$ cat config.mk
export PLATFORM = sky130hd
export DESIGN_NAME = dmem_arbiter
export DESIGN_NICKNAME = d
export VERILOG_FILES = /design/src/rtl/dmem_arbiter.sv
export SDC_FILE = /design/constraint.sdc
export NUM_CORES = 1
export LEC_CHECK = 0
export ABC_CLOCK_PERIOD_IN_PS = 1700
export BUFFER_PORTS_ARGS = -buffer_cell sky130_fd_sc_hd__buf_2
export CAP_MARGIN = 20
export CORE_AREA = 2 2 115 117
export CTS_BUF_LIST = sky130_fd_sc_hd__clkbuf_8 sky130_fd_sc_hd__clkbuf_16
export DETAILED_ROUTE_END_ITERATION = 10
export DIE_AREA = 0 0 117 119
export PLACE_DENSITY_LB_ADDON = 0.15
export REMOVE_ABC_BUFFERS = 1
export SLEW_MARGIN = 10
export SYNTH_ARGS = -nofsm -noshare
export SYNTH_HDL_FRONTEND = slang
export SYNTH_SLANG_ARGS = --single-unit
$ cat constraint.sdc
create_clock -name CLK -period 1.7 [get_ports CLK]
set_clock_uncertainty 0.2 [all_clocks]
set_input_delay 0.085 -clock CLK [delete_from_list [all_inputs] [get_ports CLK]]
set_output_delay 0.085 -clock CLK [all_outputs]
set_load 0.02 [all_outputs]
$ cat src/rtl/dmem_arbiter.sv
`default_nettype none
// ============================================================================
// Module   : dmem_arbiter
// Purpose  : Shares a single-port data memory between the pipeline MEM-stage
//            port (M) and a loader/debug port (D). Serialises accesses, models
//            a fixed read latency and stalls the pipeline until its access is
//            acknowledged.
// Options  : DMEM_ARB_STARVE_GUARD_EN - when defined, D is forced through
//            after MAX_WAIT consecutive M grants made while D was waiting.
//            When undefined, M has strict priority.
// Revision : 1.0 - initial release
// ============================================================================
module dmem_arbiter #(
    parameter int RD_LAT   = 2,  // read latency in BUSY cycles, >= 1
    parameter int MAX_WAIT = 4   // M grants tolerated while D waits (guard build)
) (
    input  logic        CLK,
    input  logic        RST,
    // pipeline port
    input  logic        ReqM,
    input  logic        WEM,
    input  logic [31:0] AM,
    input  logic [31:0] WDM,
    output logic        AckM,
    output logic [31:0] RDM,
    output logic        StallM,
    // loader / debug port
    input  logic        ReqD,
    input  logic        WED,
    input  logic [31:0] AD,
    input  logic [31:0] WDD,
    output logic        AckD,
    output logic [31:0] RDD,
    // data memory side
    output logic [31:0] MemA,
    output logic [31:0] MemWD,
    output logic        MemWE,
    input  logic [31:0] MemRD
);

    // Countdown width; a one-bit counter is kept even when RD_LAT is 1 so the
    // datapath shape does not change between builds.
    localparam int c_CNT_W = (RD_LAT > 1) ? $clog2(RD_LAT) : 1;
    localparam logic [c_CNT_W-1:0] c_RD_LOAD = c_CNT_W'(RD_LAT - 1);
    localparam logic [c_CNT_W-1:0] c_CNT_ONE = c_CNT_W'(1);

    localparam logic c_OWNER_M = 1'b0;
    localparam logic c_OWNER_D = 1'b1;

    typedef enum logic [0:0] {
        c_ST_IDLE = 1'b0,
        c_ST_BUSY = 1'b1
    } state_t;

    state_t              r_state;
    logic [c_CNT_W-1:0]  r_cnt;      // remaining BUSY cycles before the ack cycle
    logic                r_owner;    // port that owns the current access
    logic                r_first;    // high during the first BUSY cycle only
    logic                r_we;
    logic [31:0]         r_addr;
    logic [31:0]         r_wdata;

    logic                w_grantM;
    logic                w_grantD;
    logic                w_grantAny;
    logic                w_winWe;
    logic [31:0]         w_winAddr;
    logic [31:0]         w_winWdata;
    logic                w_ackCycle;

`ifdef DMEM_ARB_STARVE_GUARD_EN
    localparam int c_STARVE_W = $clog2(MAX_WAIT + 1);
    localparam logic [c_STARVE_W-1:0] c_STARVE_MAX = c_STARVE_W'(MAX_WAIT);
    localparam logic [c_STARVE_W-1:0] c_STARVE_ONE = c_STARVE_W'(1);

    logic [c_STARVE_W-1:0] r_starve;  // consecutive M grants made while D waited
    logic                  w_forceD;

    assign w_forceD = ReqD && (r_starve == c_STARVE_MAX);

    // Arbitration: a starved D overrides M, otherwise M first, then D.
    always_comb begin
        w_grantM = 1'b0;
        w_grantD = 1'b0;
        if (r_state == c_ST_IDLE) begin
            if (w_forceD) begin
                w_grantD = 1'b1;
            end else if (ReqM) begin
                w_grantM = 1'b1;
            end else if (ReqD) begin
                w_grantD = 1'b1;
            end
        end
    end

    // Starvation counter: counts M grants that passed over a waiting D and
    // restarts whenever D is served or is not waiting at a grant decision.
    always_ff @(posedge CLK) begin
        if (RST) begin
            r_starve <= '0;
        end else if (w_grantAny) begin
            if (w_grantD || !ReqD) begin
                r_starve <= '0;
            end else if (r_starve != c_STARVE_MAX) begin
                r_starve <= r_starve + c_STARVE_ONE;
            end
        end
    end
`else
    // MAX_WAIT only matters for the guarded build.
    logic w_unusedMaxWait;
    assign w_unusedMaxWait = (MAX_WAIT > 0);

    // Arbitration: strict M priority, D only when M is not requesting.
    always_comb begin
        w_grantM = 1'b0;
        w_grantD = 1'b0;
        if (r_state == c_ST_IDLE) begin
            if (ReqM) begin
                w_grantM = 1'b1;
            end else if (ReqD) begin
                w_grantD = 1'b1;
            end
        end
    end
`endif

    assign w_grantAny = w_grantM | w_grantD;

    // Winner's request fields, captured only at the grant.
    assign w_winWe    = w_grantD ? WED : WEM;
    assign w_winAddr  = w_grantD ? AD  : AM;
    assign w_winWdata = w_grantD ? WDD : WDM;

    // Access sequencer: latch the winner in IDLE, count down in BUSY, and
    // return to IDLE after the ack cycle so a bubble always follows an ack.
    always_ff @(posedge CLK) begin
        if (RST) begin
            r_state <= c_ST_IDLE;
            r_cnt   <= '0;
            r_owner <= c_OWNER_M;
            r_first <= 1'b0;
            r_we    <= 1'b0;
            r_addr  <= '0;
            r_wdata <= '0;
        end else begin
            case (r_state)
                c_ST_IDLE: begin
                    r_first <= 1'b0;
                    if (w_grantAny) begin
                        r_state <= c_ST_BUSY;
                        r_owner <= w_grantD ? c_OWNER_D : c_OWNER_M;
                        r_we    <= w_winWe;
                        r_addr  <= w_winAddr;
                        r_wdata <= w_winWdata;
                        r_first <= 1'b1;
                        r_cnt   <= w_winWe ? '0 : c_RD_LOAD;
                    end
                end
                c_ST_BUSY: begin
                    r_first <= 1'b0;
                    if (r_cnt == '0) begin
                        r_state <= c_ST_IDLE;
                    end else begin
                        r_cnt <= r_cnt - c_CNT_ONE;
                    end
                end
                default: begin
                    r_state <= c_ST_IDLE;
                end
            endcase
        end
    end

    // Ack cycle; masked while reset is asserted so a dropped access never
    // completes.
    assign w_ackCycle = (r_state == c_ST_BUSY) && (r_cnt == '0) && !RST;

    // Completion, read-data pass-through and pipeline stall.
    assign AckM   = w_ackCycle && (r_owner == c_OWNER_M);
    assign AckD   = w_ackCycle && (r_owner == c_OWNER_D);
    assign RDM    = AckM ? MemRD : '0;
    assign RDD    = AckD ? MemRD : '0;
    assign StallM = ReqM && !AckM;

    // Memory side: address/data come straight from the latched request; the
    // write strobe fires once, in the first BUSY cycle of a write.
    assign MemA  = r_addr;
    assign MemWD = r_wdata;
    assign MemWE = (r_state == c_ST_BUSY) && r_first && r_we && !RST;

endmodule
`default_nettype wire
Word-level counts from Yosys, hierarchy flattened
Cells that the tools add are included.
- register bits: 69
- output and inout port bits: 132
- $add $sub $neg: 1
- eq/ne operators: 1
- multiplexer cells: 19
- bitwise logic cells: 4
- reductions and logical operators: 11
- operators with widths (operator ; count):
    two-way mux 32 bit ; 4
    two-way mux 1 bit ; 12
    logical AND 1 bit ; 8
    one-hot mux 1 bit (2 select lines) ; 3
    NOT 1 bit ; 3
    logical NOT 1 bit ; 2
    != test 2 bit (second input constant) ; 1
    AND reduction 2 bit ; 1
    OR 1 bit ; 1
    subtractor 1 bit (second input constant) ; 1

Depth between registers and ports, before layout
- depth in word-level cells: 7
- mapped depth: 6
- depth with buffers taken out: 3

Worst setup path after synthesis
OpenSTA, ideal clock, no wires.
- path kind: register to output
- start point: register r_state
- end point: output port RDM[22]
- data arrival time: 1245 ps
- required time: 1415 ps
- slack: 170 ps
- stages on the path, launching flop included: 5
- path buffers: 1
- cell sequence: dfxtp_1 > inv_2 > nor4_4 > buf_2 > and2_1
- cells in the longest elaborated chain, start to end: 4
- RTL lines (element ; line ; RTL):
    start: declaration ; 55 ; state_t r_state;
    start signal: assignment ; 139 ; r_state <= c_ST_IDLE;
    start signal: assignment ; 151 ; r_state <= c_ST_BUSY;
    start signal: assignment ; 163 ; r_state <= c_ST_IDLE;
    logical AND 1 bit (2 in series) ; 177 ; assign w_ackCycle = (r_state == c_ST_BUSY) && (r_cnt == '0) && !RST;
    logical AND 1 bit ; 180 ; assign AckM = w_ackCycle && (r_owner == c_OWNER_M);
    via AckM ; 24 ; output logic AckM,
    two-way mux 32 bit ; 182 ; assign RDM = AckM ? MemRD : '0;
    end: declaration ; 25 ; output logic [31:0] RDM,
The timed path passes the listed nets, and every way through them passes these cells.

Worst setup path in the final report
- start point: register r_state
- end point: output port RDM[27]
- cells in the longest elaborated chain, start to end: 4
- RTL lines (element ; line):
    logical AND 1 bit (2 in series) ; 177
    logical AND 1 bit ; 180
    two-way mux 32 bit ; 182
Every way passes these cells.

==> impl_metrics.tcl <==
set metrics [dict create \
    max_cap_viol_count 0 \
    fmax_ghz 0.531 \
    min_path_type "in2reg" \
    crit_family "buffers and inverters" \
    crit_fanout 8 \
    slowest_delay_ns 0.37 \
    yosysSeqAreaShare 0.430 \
    syn_inst 320 \
    diodes 0 \
    p_per_area_nw_per_um2 724 \
    syn_area_per_cell_um2 10.0 \
    numPortBuffers 297 \
    clk_transition_reported_paths_ns 0.05 \
    dpl-instance-area_um2 4830 \
    pre_cts_ws_ns 0.0876 \
    period_needed_ns 1.88 \
    syn_area_um2 3210 \
    async_reset_ff_frac 0 \
    grt_max_degree 66 \
    setup_tns_ns -10.61 \
    critPathBufInv 4 \
    tightest_slew_ns 0.422 \
    numCtsBuffers 9 \
    cp-end-kind "primary output" \
    ir_drop_mv 0.364 \
    die_h_um 119 \
    clock-root-buffer "clkbuf_16" \
    num_rows 42 \
    grt_overflow 0 \
    synth-seq-cells 69 \
    cp_slowest_cell "dfxtp_4" \
    fin_util 0.564 \
    arrival_ns 1.60 \
    clk_latency_ns 0.32 \
    grt_pass1_vias 4299 \
    relSlewSlack 0.719 \
    crit_top_cell "buf_6" \
    layout-drive-gt1-share 0.538 \
    htreeDepth 3 \
    area_growth_pct 126 \
    worst_slack_ns -0.184 \
    outcome "finished with violations" \
    io_pins 298 \
    drt-initial-drc-count 149 \
    leakagePower_nw 3.33 \
    hold_viol 0 \
    grtUsageTotal 0.194 \
    antenna_found_initial 1 \
    fp.dieW_um 117 \
    path_cells "inv_6 -> nor4_4 -> buf_6 -> clkbuf_16 -> and2_4 -> buf_6" \
    tritoncts "yes" \
    mostFrequentLayoutCells "buf_2, dlygate4sd3_1, buf_6" \
    dp_hpwl_um 8570 \
    n_fill_cell 1067 \
    clk_path_buf_depth 2 \
    worst-setup-path-type "reg2out" \
    ant_nets 0 \
    synthFlopType "dfxtp_1" \
    setup_viol 67 \
    synth_edf_count 0 \
    mostFrequentLayoutCell "buf_2" \
    rsz0062_at_grt "true" \
    final_area_um2 7260 \
    yosysWarnings 0 \
    min_period_over_period 1.11 \
    grt_pass1_wl_um 21000 \
    clock_sinks 69 \
    maxSlewViolCount 0 \
    core_region_area_um2 12900 \
    drc 0 \
    required_ns 1.41 \
    firstDrtPassIters 6 \
    violations "negative setup slack" \
    drt_wl_total_um 14800 \
    synthDistinctLibCells 24 \
    p_total_mw 5.25 \
    place_congestion 0.724 \
    wl_per_cell_um 15.9 \
    post_drt_via_cell_ratio 4.67 \
    vias 4326 \
    start_util 0.249 \
    die_area_um2 13900 \
    start_kind "flip-flop" \
    fin_nets 912 \
]
==> sequential cells by signal, summed over array words and instances (netlist names) <==
name / count
MemA: 32
MemWD: 32
r_cnt: 1
r_first: 1
r_owner: 1
r_state: 1
r_we: 1
==> timing repair <==
action                                 in CTS  in global routing
resized for setup                         145                 65
gates cloned                                3                  4
pin swaps                                  11                 35
setup endpoints to repair                  67                 67
hold buffers                              135                  0
setup buffers                               5                  2
endpoints found under the hold margin      69                  0
==> final cells by class <==
type	count	area (um^2)	area share
Clock inverter	5	73.8	0.0102
Multi-Input combinational cell	215	1790	0.246
Tap cell	176	220	0.0304
Inverter	1	8.76	0.00121
Sequential cell	69	1390	0.192
Clock buffer	11	253	0.0348
Timing Repair Buffer	450	3520	0.486
==> worst register-to-register path, cell delays in order, from the launching register on <==
cell and delay [ns]:
dfxtp_4 0.36, o21ba_2 0.32, nor2_8 0.04, buf_12 0.20, o2bb2ai_1 0.20
==> per-layer routing <==
layer / track usage / share of wire / vias up
met5: 0 / 0.00088 / -
met2: 0.378 / 0.53 / 203
met4: 0.0721 / 0.025 / 2
li1: - / - / 2070
met1: 0.194 / 0.37 / 2024
met3: 0.0427 / 0.069 / 27
==> cells by family after synthesis <==
group / synth area share
compound gates: 0.341
simple gates: 0.163
flops: 0.430
buf+inv: 0.0658
==> report_power, final <==
group	switching, mW	internal [mW]	total [mW]
combinational	0.660	0.738	1.40
sequential	0.0706	1.75	1.82
clock	0.680	1.35	2.03
==> worst paths after layout <==
kind	startpoint	slack, ns	cells past startpoint	end
max	r_state	-0.18	6	RDM[27]
max reg2reg	r_state	0.25	4	MemWD[16]
min reg2reg	MemWD[23]	0.25	1	MemWD[23]
min	ReqD	0.02	4	r_cnt
==> synth_stat cells, types with 3 or more instances <==
library cell / n / area share
a21oi_1: 3 / 0.0047
a22oi_1: 64 / 0.15
and2_1: 64 / 0.12
buf_2: 17 / 0.026
buf_4: 6 / 0.014
buf_6: 4 / 0.014
clkbuf_1: 6 / 0.0070
dfxtp_1: 69 / 0.43
nor2_1: 5 / 0.0058
o2bb2ai_1: 64 / 0.17
==> stage by stage <==
stage          hold slack [ns]  std cells
2_1_floorplan          -0.0426        285
3_3_place_gp             0.167        765
3_5_place_dp             0.175        765
4_1_cts                 0.0133        924
5_1_grt                 0.0506        927
6_report                0.0238        927
No activity file was read; power rests on OpenSTA's default activity.
